### src/rtl/transfusion_match_scheduler_if.sv
// Request/donation/response bundle between the requester front-ends and the
// transfusion match scheduler.
interface transfusion_match_scheduler_if #(
  parameter int N_REQ = 4
);
  logic [N_REQ-1:0]   reqValid;
  logic [3*N_REQ-1:0] reqType;
  logic               donValid;
  logic [2:0]         donType;
  logic               respValid;
  logic [2:0]         respId;
  logic               respOk;
  logic [2:0]         respDonorType;
  logic [7:0]         stockEmpty;
  logic               donOverflow;
  logic               busy;
  logic [1:0]         dbgState;

  // Handshake: a requester holds reqValid (and may change reqType freely) until
  // respValid is high for one cycle with respId equal to its index.
  modport master (
    output reqValid, reqType, donValid, donType,
    input  respValid, respId, respOk, respDonorType, stockEmpty, donOverflow,
           busy, dbgState
  );

  modport slave (
    input  reqValid, reqType, donValid, donType,
    output respValid, respId, respOk, respDonorType, stockEmpty, donOverflow,
           busy, dbgState
  );
endinterface

### src/rtl/transfusion_match_scheduler.sv
// Round-robin shared compatibility scan over an 8-type donor inventory:
// one winner is scanned one candidate type per cycle, then granted or rejected.
module transfusion_match_scheduler #(
  parameter int N_REQ = 4,
  parameter int CNT_W = 6
) (
  input logic                          clk,
  input logic                          rst_n,
  transfusion_match_scheduler_if.slave bus
);
  typedef enum logic [1:0] {S_IDLE = 2'd0, S_SCAN = 2'd1, S_RESP = 2'd2} state_e;

  localparam logic [CNT_W-1:0] CNT_MAX = '1;

  state_e           state_q, state_d;
  logic [2:0]       ptr_q, ptr_d, id_q, id_d, type_q, type_d;
  logic [2:0]       k_q, k_d, dtype_q, dtype_d;
  logic             ok_q, ok_d, ovf_q, ovf_d;
  logic [CNT_W-1:0] cnt_q [8];
  logic [CNT_W-1:0] cnt_d [8];

  logic [2:0] cand, win, win_hi, win_any, win_type;
  logic [3:0] hi_code;
  logic       found_hi, found_any, cand_hit;

  function automatic logic compat(input logic [2:0] d, input logic [2:0] r);
    return ((d[2:1] & ~r[2:1]) == 2'b00) && (!d[0] || r[0]);
  endfunction

  // Candidate 0 is the exact type; k>=1 walks 7..0 downward, skipping the exact type.
  always_comb begin
    hi_code = 4'd8 - {1'b0, k_q};
    if (k_q == 3'd0)                   cand = type_q;
    else if (hi_code > {1'b0, type_q}) cand = hi_code[2:0];
    else                               cand = hi_code[2:0] - 3'd1;
    cand_hit = (state_q == S_SCAN) && compat(cand, type_q) && (cnt_q[cand] != '0);
  end

  // First pending requester at or above the pointer, else the lowest one (wrap).
  always_comb begin
    found_hi  = 1'b0;
    found_any = 1'b0;
    win_hi    = 3'd0;
    win_any   = 3'd0;
    win_type  = 3'd0;
    for (int i = 0; i < N_REQ; i++) begin
      if (!found_hi && bus.reqValid[i] && (3'(i) >= ptr_q)) begin
        found_hi = 1'b1;
        win_hi   = 3'(i);
      end
      if (!found_any && bus.reqValid[i]) begin
        found_any = 1'b1;
        win_any   = 3'(i);
      end
    end
    win = found_hi ? win_hi : win_any;
    for (int i = 0; i < N_REQ; i++) begin
      if (3'(i) == win) win_type = bus.reqType[3*i +: 3];
    end
  end

  always_comb begin
    state_d = state_q;
    ptr_d   = ptr_q;
    id_d    = id_q;
    type_d  = type_q;
    k_d     = k_q;
    ok_d    = ok_q;
    dtype_d = dtype_q;
    case (state_q)
      S_IDLE: begin
        if (found_any) begin
          id_d    = win;
          type_d  = win_type;
          k_d     = 3'd0;
          state_d = S_SCAN;
        end
      end
      S_SCAN: begin
        if (cand_hit) begin
          dtype_d = cand;
          ok_d    = 1'b1;
          state_d = S_RESP;
        end else if (k_q == 3'd7) begin
          dtype_d = 3'd0;
          ok_d    = 1'b0;
          state_d = S_RESP;
        end else begin
          k_d = k_q + 3'd1;
        end
      end
      S_RESP: begin
        ptr_d   = (id_q == 3'(N_REQ - 1)) ? 3'd0 : id_q + 3'd1;
        state_d = S_IDLE;
      end
      default: state_d = S_IDLE;
    endcase
  end

  // A donation landing on the type being allocated this cycle cancels out.
  always_comb begin
    ovf_d = bus.donValid && (cnt_q[bus.donType] == CNT_MAX) &&
            !(cand_hit && (cand == bus.donType));
    for (int t = 0; t < 8; t++) begin
      cnt_d[t] = cnt_q[t];
      if (bus.donValid && (bus.donType == 3'(t))) begin
        if (!(cand_hit && (cand == 3'(t))) && (cnt_q[t] != CNT_MAX))
          cnt_d[t] = cnt_q[t] + 1'b1;
      end else if (cand_hit && (cand == 3'(t))) begin
        cnt_d[t] = cnt_q[t] - 1'b1;
      end
    end
  end

  always_ff @(posedge clk) begin
    if (!rst_n) begin
      state_q <= S_IDLE;
      ptr_q   <= 3'd0;
      id_q    <= 3'd0;
      type_q  <= 3'd0;
      k_q     <= 3'd0;
      ok_q    <= 1'b0;
      dtype_q <= 3'd0;
      ovf_q   <= 1'b0;
      for (int t = 0; t < 8; t++) cnt_q[t] <= '0;
    end else begin
      state_q <= state_d;
      ptr_q   <= ptr_d;
      id_q    <= id_d;
      type_q  <= type_d;
      k_q     <= k_d;
      ok_q    <= ok_d;
      dtype_q <= dtype_d;
      ovf_q   <= ovf_d;
      for (int t = 0; t < 8; t++) cnt_q[t] <= cnt_d[t];
    end
  end

  always_comb begin
    for (int t = 0; t < 8; t++) bus.stockEmpty[t] = (cnt_q[t] == '0);
  end

  assign bus.respValid     = (state_q == S_RESP);
  assign bus.respId        = bus.respValid ? id_q : 3'd0;
  assign bus.respOk        = bus.respValid && ok_q;
  assign bus.respDonorType = bus.respValid ? dtype_q : 3'd0;
  assign bus.donOverflow   = ovf_q;
  assign bus.busy          = (state_q != S_IDLE);
  assign bus.dbgState      = state_q;
endmodule
### src/flat_wrapper.sv
// flat-port wrapper written by rule: the top's interface ports become plain ports
module transfusion_match_scheduler_flat 
#(
  parameter int N_REQ = 4,
  parameter int CNT_W = 6
)
  (clk, rst_n, bus_reqValid, bus_reqType, bus_donValid, bus_donType, bus_respValid, bus_respId, bus_respOk, bus_respDonorType, bus_stockEmpty, bus_donOverflow, bus_busy, bus_dbgState);
  transfusion_match_scheduler_if #(.N_REQ(N_REQ)) bus_i ();
  input logic clk;
  input logic rst_n;
  input wire logic [$bits(bus_i.reqValid)-1:0] bus_reqValid;
  input wire logic [$bits(bus_i.reqType)-1:0] bus_reqType;
  input wire logic [$bits(bus_i.donValid)-1:0] bus_donValid;
  input wire logic [$bits(bus_i.donType)-1:0] bus_donType;
  output wire logic [$bits(bus_i.respValid)-1:0] bus_respValid;
  output wire logic [$bits(bus_i.respId)-1:0] bus_respId;
  output wire logic [$bits(bus_i.respOk)-1:0] bus_respOk;
  output wire logic [$bits(bus_i.respDonorType)-1:0] bus_respDonorType;
  output wire logic [$bits(bus_i.stockEmpty)-1:0] bus_stockEmpty;
  output wire logic [$bits(bus_i.donOverflow)-1:0] bus_donOverflow;
  output wire logic [$bits(bus_i.busy)-1:0] bus_busy;
  output wire logic [$bits(bus_i.dbgState)-1:0] bus_dbgState;
  assign bus_i.reqValid = bus_reqValid;
  assign bus_i.reqType = bus_reqType;
  assign bus_i.donValid = bus_donValid;
  assign bus_i.donType = bus_donType;
  assign bus_respValid = bus_i.respValid;
  assign bus_respId = bus_i.respId;
  assign bus_respOk = bus_i.respOk;
  assign bus_respDonorType = bus_i.respDonorType;
  assign bus_stockEmpty = bus_i.stockEmpty;
  assign bus_donOverflow = bus_i.donOverflow;
  assign bus_busy = bus_i.busy;
  assign bus_dbgState = bus_i.dbgState;
  transfusion_match_scheduler #(.N_REQ(N_REQ), .CNT_W(CNT_W)) u_core (.clk(clk), .rst_n(rst_n), .bus(bus_i));
endmodule
### config.mk
export PLATFORM = sky130hd
export DESIGN_NAME = transfusion_match_scheduler_flat
export DESIGN_NICKNAME = d
export VERILOG_FILES = /design/src/rtl/transfusion_match_scheduler_if.sv /design/src/rtl/transfusion_match_scheduler.sv /design/src/flat_wrapper.sv
export SDC_FILE = /design/constraint.sdc
export NUM_CORES = 1
export LEC_CHECK = 0
export ABC_AREA = 1
export BUFFER_PORTS_ARGS = -buffer_cell sky130_fd_sc_hd__buf_2
export CAP_MARGIN = 0
export CORE_MARGIN = 3
export CORE_UTILIZATION = 30
export DETAILED_ROUTE_END_ITERATION = 7
export GPL_TIMING_DRIVEN = 1
export PLACE_DENSITY = 0.42
export SYNTH_ARGS = -nofsm -noshare
export SYNTH_HDL_FRONTEND = slang
export SYNTH_SLANG_ARGS = --single-unit
### constraint.sdc
create_clock -name clk -period 6.37 [get_ports clk]
set_input_delay 0 -clock clk [delete_from_list [all_inputs] [get_ports clk]]
set_output_delay 0 -clock clk [all_outputs]
set_load 0.01 [all_outputs]
==> reports/qor.yml <==
status: "finished, final reports clean"
wl_per_cell_um: 14.34
ys_seq_elements: 65
startpoint_type: "flip-flop"
met3_usage_pct: 3.123
yosys.area_share.simple_pct: 35.13
synth_top_family_by_area: "simple AND/OR/NAND/NOR gates"
drive_above_1_share_pct: 12.14
cts_buffers: 9
cts_max_level: 3
end_kind: "flip-flop"
synth_mux_area_share_pct: 0
worstPathMaxFanout: 17
routed-via-count: 5460
power_leakage_uw: 0.002878
synth_cell_type_count: 43
finalCritPeriodShare_pct: 62.06
met1_usage_pct: 21.09
peakVddDrop_v: 0.0003458
drc_errors: 0
gp_congestion: 0.7927
placed_area_um2: 6115
netlist_area_um2: 5806
die_y_um: 145.1
clock.fmax_mhz: 253.0
ant_nets: 0
grt_pass1_vias: 5201
final_area_um2: 6455
hpwl_um: 12160
hp-class: "primary input to flip-flop"
antenna_cells: 0
portBuffers: 40
syn_inst: 839
grt_pass1_wl_um: 26780
fp.dieW_um: 145.1
synth_xor_area_share_pct: 6.185
timing.final.crit_period_ps: 3953
dieArea_um2: 21060
num_io_pins: 42
finalMaxSlewViolations: 0
worstSkewPairLatency_ps: 350
dr.pass1.iters: 4
wirelength_um: 16250
syn_avg_cell_area_um2: 6.920
hold_viol_final: 0
slew_headroom_pct: 42.82
synth_warnings: 0
placedCellCount: 1112
start_util_pct: 30.83
clk_pin_slew_ps: 60
setup_tns_ps: 0
clock_path_buffers: 2
track_usage_pct: 15.48
setup_viol: 0
cts_root_buf: "clkbuf_16"
synth-main-ff-cell: "dfxtp_1"
viasPerCell: 4.819
power-per-cell-area_nw_per_um2: 486.9
rows: 50
path_class: "flip-flop to flip-flop"
skew_ps: 10.56
power_uw: 3143
worst_pin_slew_ps: 855.7
area_growth_pct: 11.19
final_nets: 938
cts_tree: "yes"
crit_arrival_ps: 4240
fp.coreArea_um2: 18830
post_cts_buffers: 0
synth_compound_area_share_pct: 15.22
required_ps: 6660
seq_area_frac_synth_pct: 22.41
grt_max_degree: 59
synthAdderAreaFrac_pct: 11.38
synth_edf_count: 0
overflow: 0
antenna_found_initial: 0
drt_iter0_drc: 215
rsz0062_at_grt: "false"
grtUsageMet2_pct: 25.28
cts_sinks: 65
max_cap_viol_count: 0
final_cells: 1133
async_flop_share_pct: 0
fillers: 2095
syn_nets: 909
grt.busiest_layer: "met2"
[final timing paths]
path / startpoint / end / slack [ps] / depth (start not counted)
setup / recovery: u_core.k_q[0] / u_core.k_q[0] / 2420 / 18
hold / removal: bus_reqType[11] / u_core.type_q[2] / 8 / 3
setup reg to reg: u_core.k_q[0] / u_core.k_q[0] / 2420 / 18
hold reg to reg: u_core.ok_q / u_core.ok_q / 480 / 2
[metal layers]
metal	part of all wire, %	vias to the layer above	routed length [um]
met1	51	2489	8211
met2	45	80	7334
met5	0	-	0
met4	1.1	0	173
met3	3.3	14	529
li1	-	2877	-
[power breakdown]
group / internal, uW / switching [uW] / total [uW]
Sequential: 503 / 136 / 639
Clock: 313 / 192 / 505
Combinational: 669 / 1330 / 2000
Total: 1480 / 1660 / 3140
[per-stage QoR]
| stage | hold WS [ps] | setup slack (ps) | util [%] |
|---|---|---|---|
| 2_1_floorplan | 139.2 | 3238 | - |
| 3_3_place_gp | 266.8 | 2483 | 32.47 |
| 3_5_place_dp | 282.9 | 2401 | 32.47 |
| 4_1_cts | 9.665 | 2388 | 34.28 |
| 5_1_grt | 24.05 | 2075 | 34.28 |
| 6_report | 8.427 | 2417 | 34.28 |
[cell usage in the layout, fill, tap and decap left out, types with 5 or more instances in the layout]
cell type      count
clkbuf_16          9
nand3_1           88
inv_1             87
nand4_4            8
o21ai_0           28
nor4_1             7
a21oi_1           87
a31oi_1            5
a22oi_1            6
nor2_1           106
dlygate4sd3_1      5
or2_2              5
nand2_2           12
nand4_1           11
nand2_1          148
buf_2             40
o31ai_1            5
fa_1               8
xor2_1            16
nand3_2           13
dfxtp_1           65
xnor2_1           25
nand2_4            5
ha_1              40
[cells by family after synthesis]
group | after synthesis
AOI/OAI and AO/OA | 153
DFF | 65
adders and majority gates | 48
other | 1
xor gates and xnor gates | 41
and+or+nand+nor | 414
buffers and inverters | 117
[flip-flops by register name, indices dropped and copies added (netlist names)]
name,cells
u_core.cnt_q,48
u_core.dtype_q,3
u_core.k_q,3
u_core.type_q,3
u_core.bus.dbgState,2
u_core.id_q,2
u_core.ptr_q,2
u_core.bus.donOverflow,1
u_core.ok_q,1
[final cells by class]
cell class	instances	area, um^2	share of cell area, %
repair buffers	46	257.7	3.993
flip-flops and latches	65	1301	20.16
inverters	89	334.1	5.175
well taps	260	325.3	5.040
clock inverters	3	40.04	0.6203
clock buffers	13	250.2	3.877
multi-input cells	657	3946	61.14
[Yosys cell counts (2+ instances only)]
| cell type | instances | area, um^2 |
|---|---|---|
| a31oi_1 | 5 | 31.28 |
| clkbuf_1 | 7 | 26.28 |
| o21ai_0 | 28 | 140.1 |
| ha_1 | 40 | 500.5 |
| nor3_1 | 4 | 20.02 |
| o21ai_2 | 2 | 17.52 |
| nand3_2 | 13 | 130.1 |
| a221oi_1 | 4 | 35.03 |
| nor4_1 | 7 | 43.79 |
| nand3_1 | 88 | 440.4 |
| o22ai_1 | 4 | 25.02 |
| inv_2 | 2 | 7.510 |
| buf_6 | 12 | 135.1 |
| xnor2_1 | 25 | 219.0 |
| nand4_1 | 11 | 68.82 |
| a211oi_1 | 3 | 22.52 |
| xor2_1 | 16 | 140.1 |
| and2_1 | 3 | 18.77 |
| dfxtp_1 | 65 | 1301 |
| nand2_2 | 12 | 75.07 |
| a21oi_4 | 2 | 32.53 |
| or2_2 | 5 | 31.28 |
| a21oi_1 | 87 | 435.4 |
| o21ai_1 | 2 | 10.01 |
| nand4_4 | 8 | 170.2 |
| a22o_1 | 2 | 17.52 |
| nand2_1 | 148 | 555.5 |
| inv_1 | 87 | 326.6 |
| and3_1 | 2 | 12.51 |
| fa_1 | 8 | 160.2 |
| a22oi_1 | 6 | 45.04 |
| o31ai_1 | 5 | 37.54 |
| buf_2 | 7 | 35.03 |
| nor2_1 | 106 | 397.9 |
| nand2_4 | 5 | 56.30 |
[timing repair]
item,in CTS,in global routing
hold endpoints to repair,3,0
resized for setup,0,0
hold buffers,5,0
[worst max-delay path, cell delays in order, from the launching register on]
cell and delay, ps:
dfxtp_1 450, inv_2 130, ha_1 250, ha_1 340, ha_1 380, nand3_2 90
nand2_2 100, nand2_4 80, nand2_2 80, nand2_4 70, nand2_2 230, o221ai_2 160
a21oi_4 680, nand2_1 330, nand2_1 160, nand2_1 140, nand2_1 90, nand2_1 40
nor2_1 90
(Power assumes the default switching activity.)
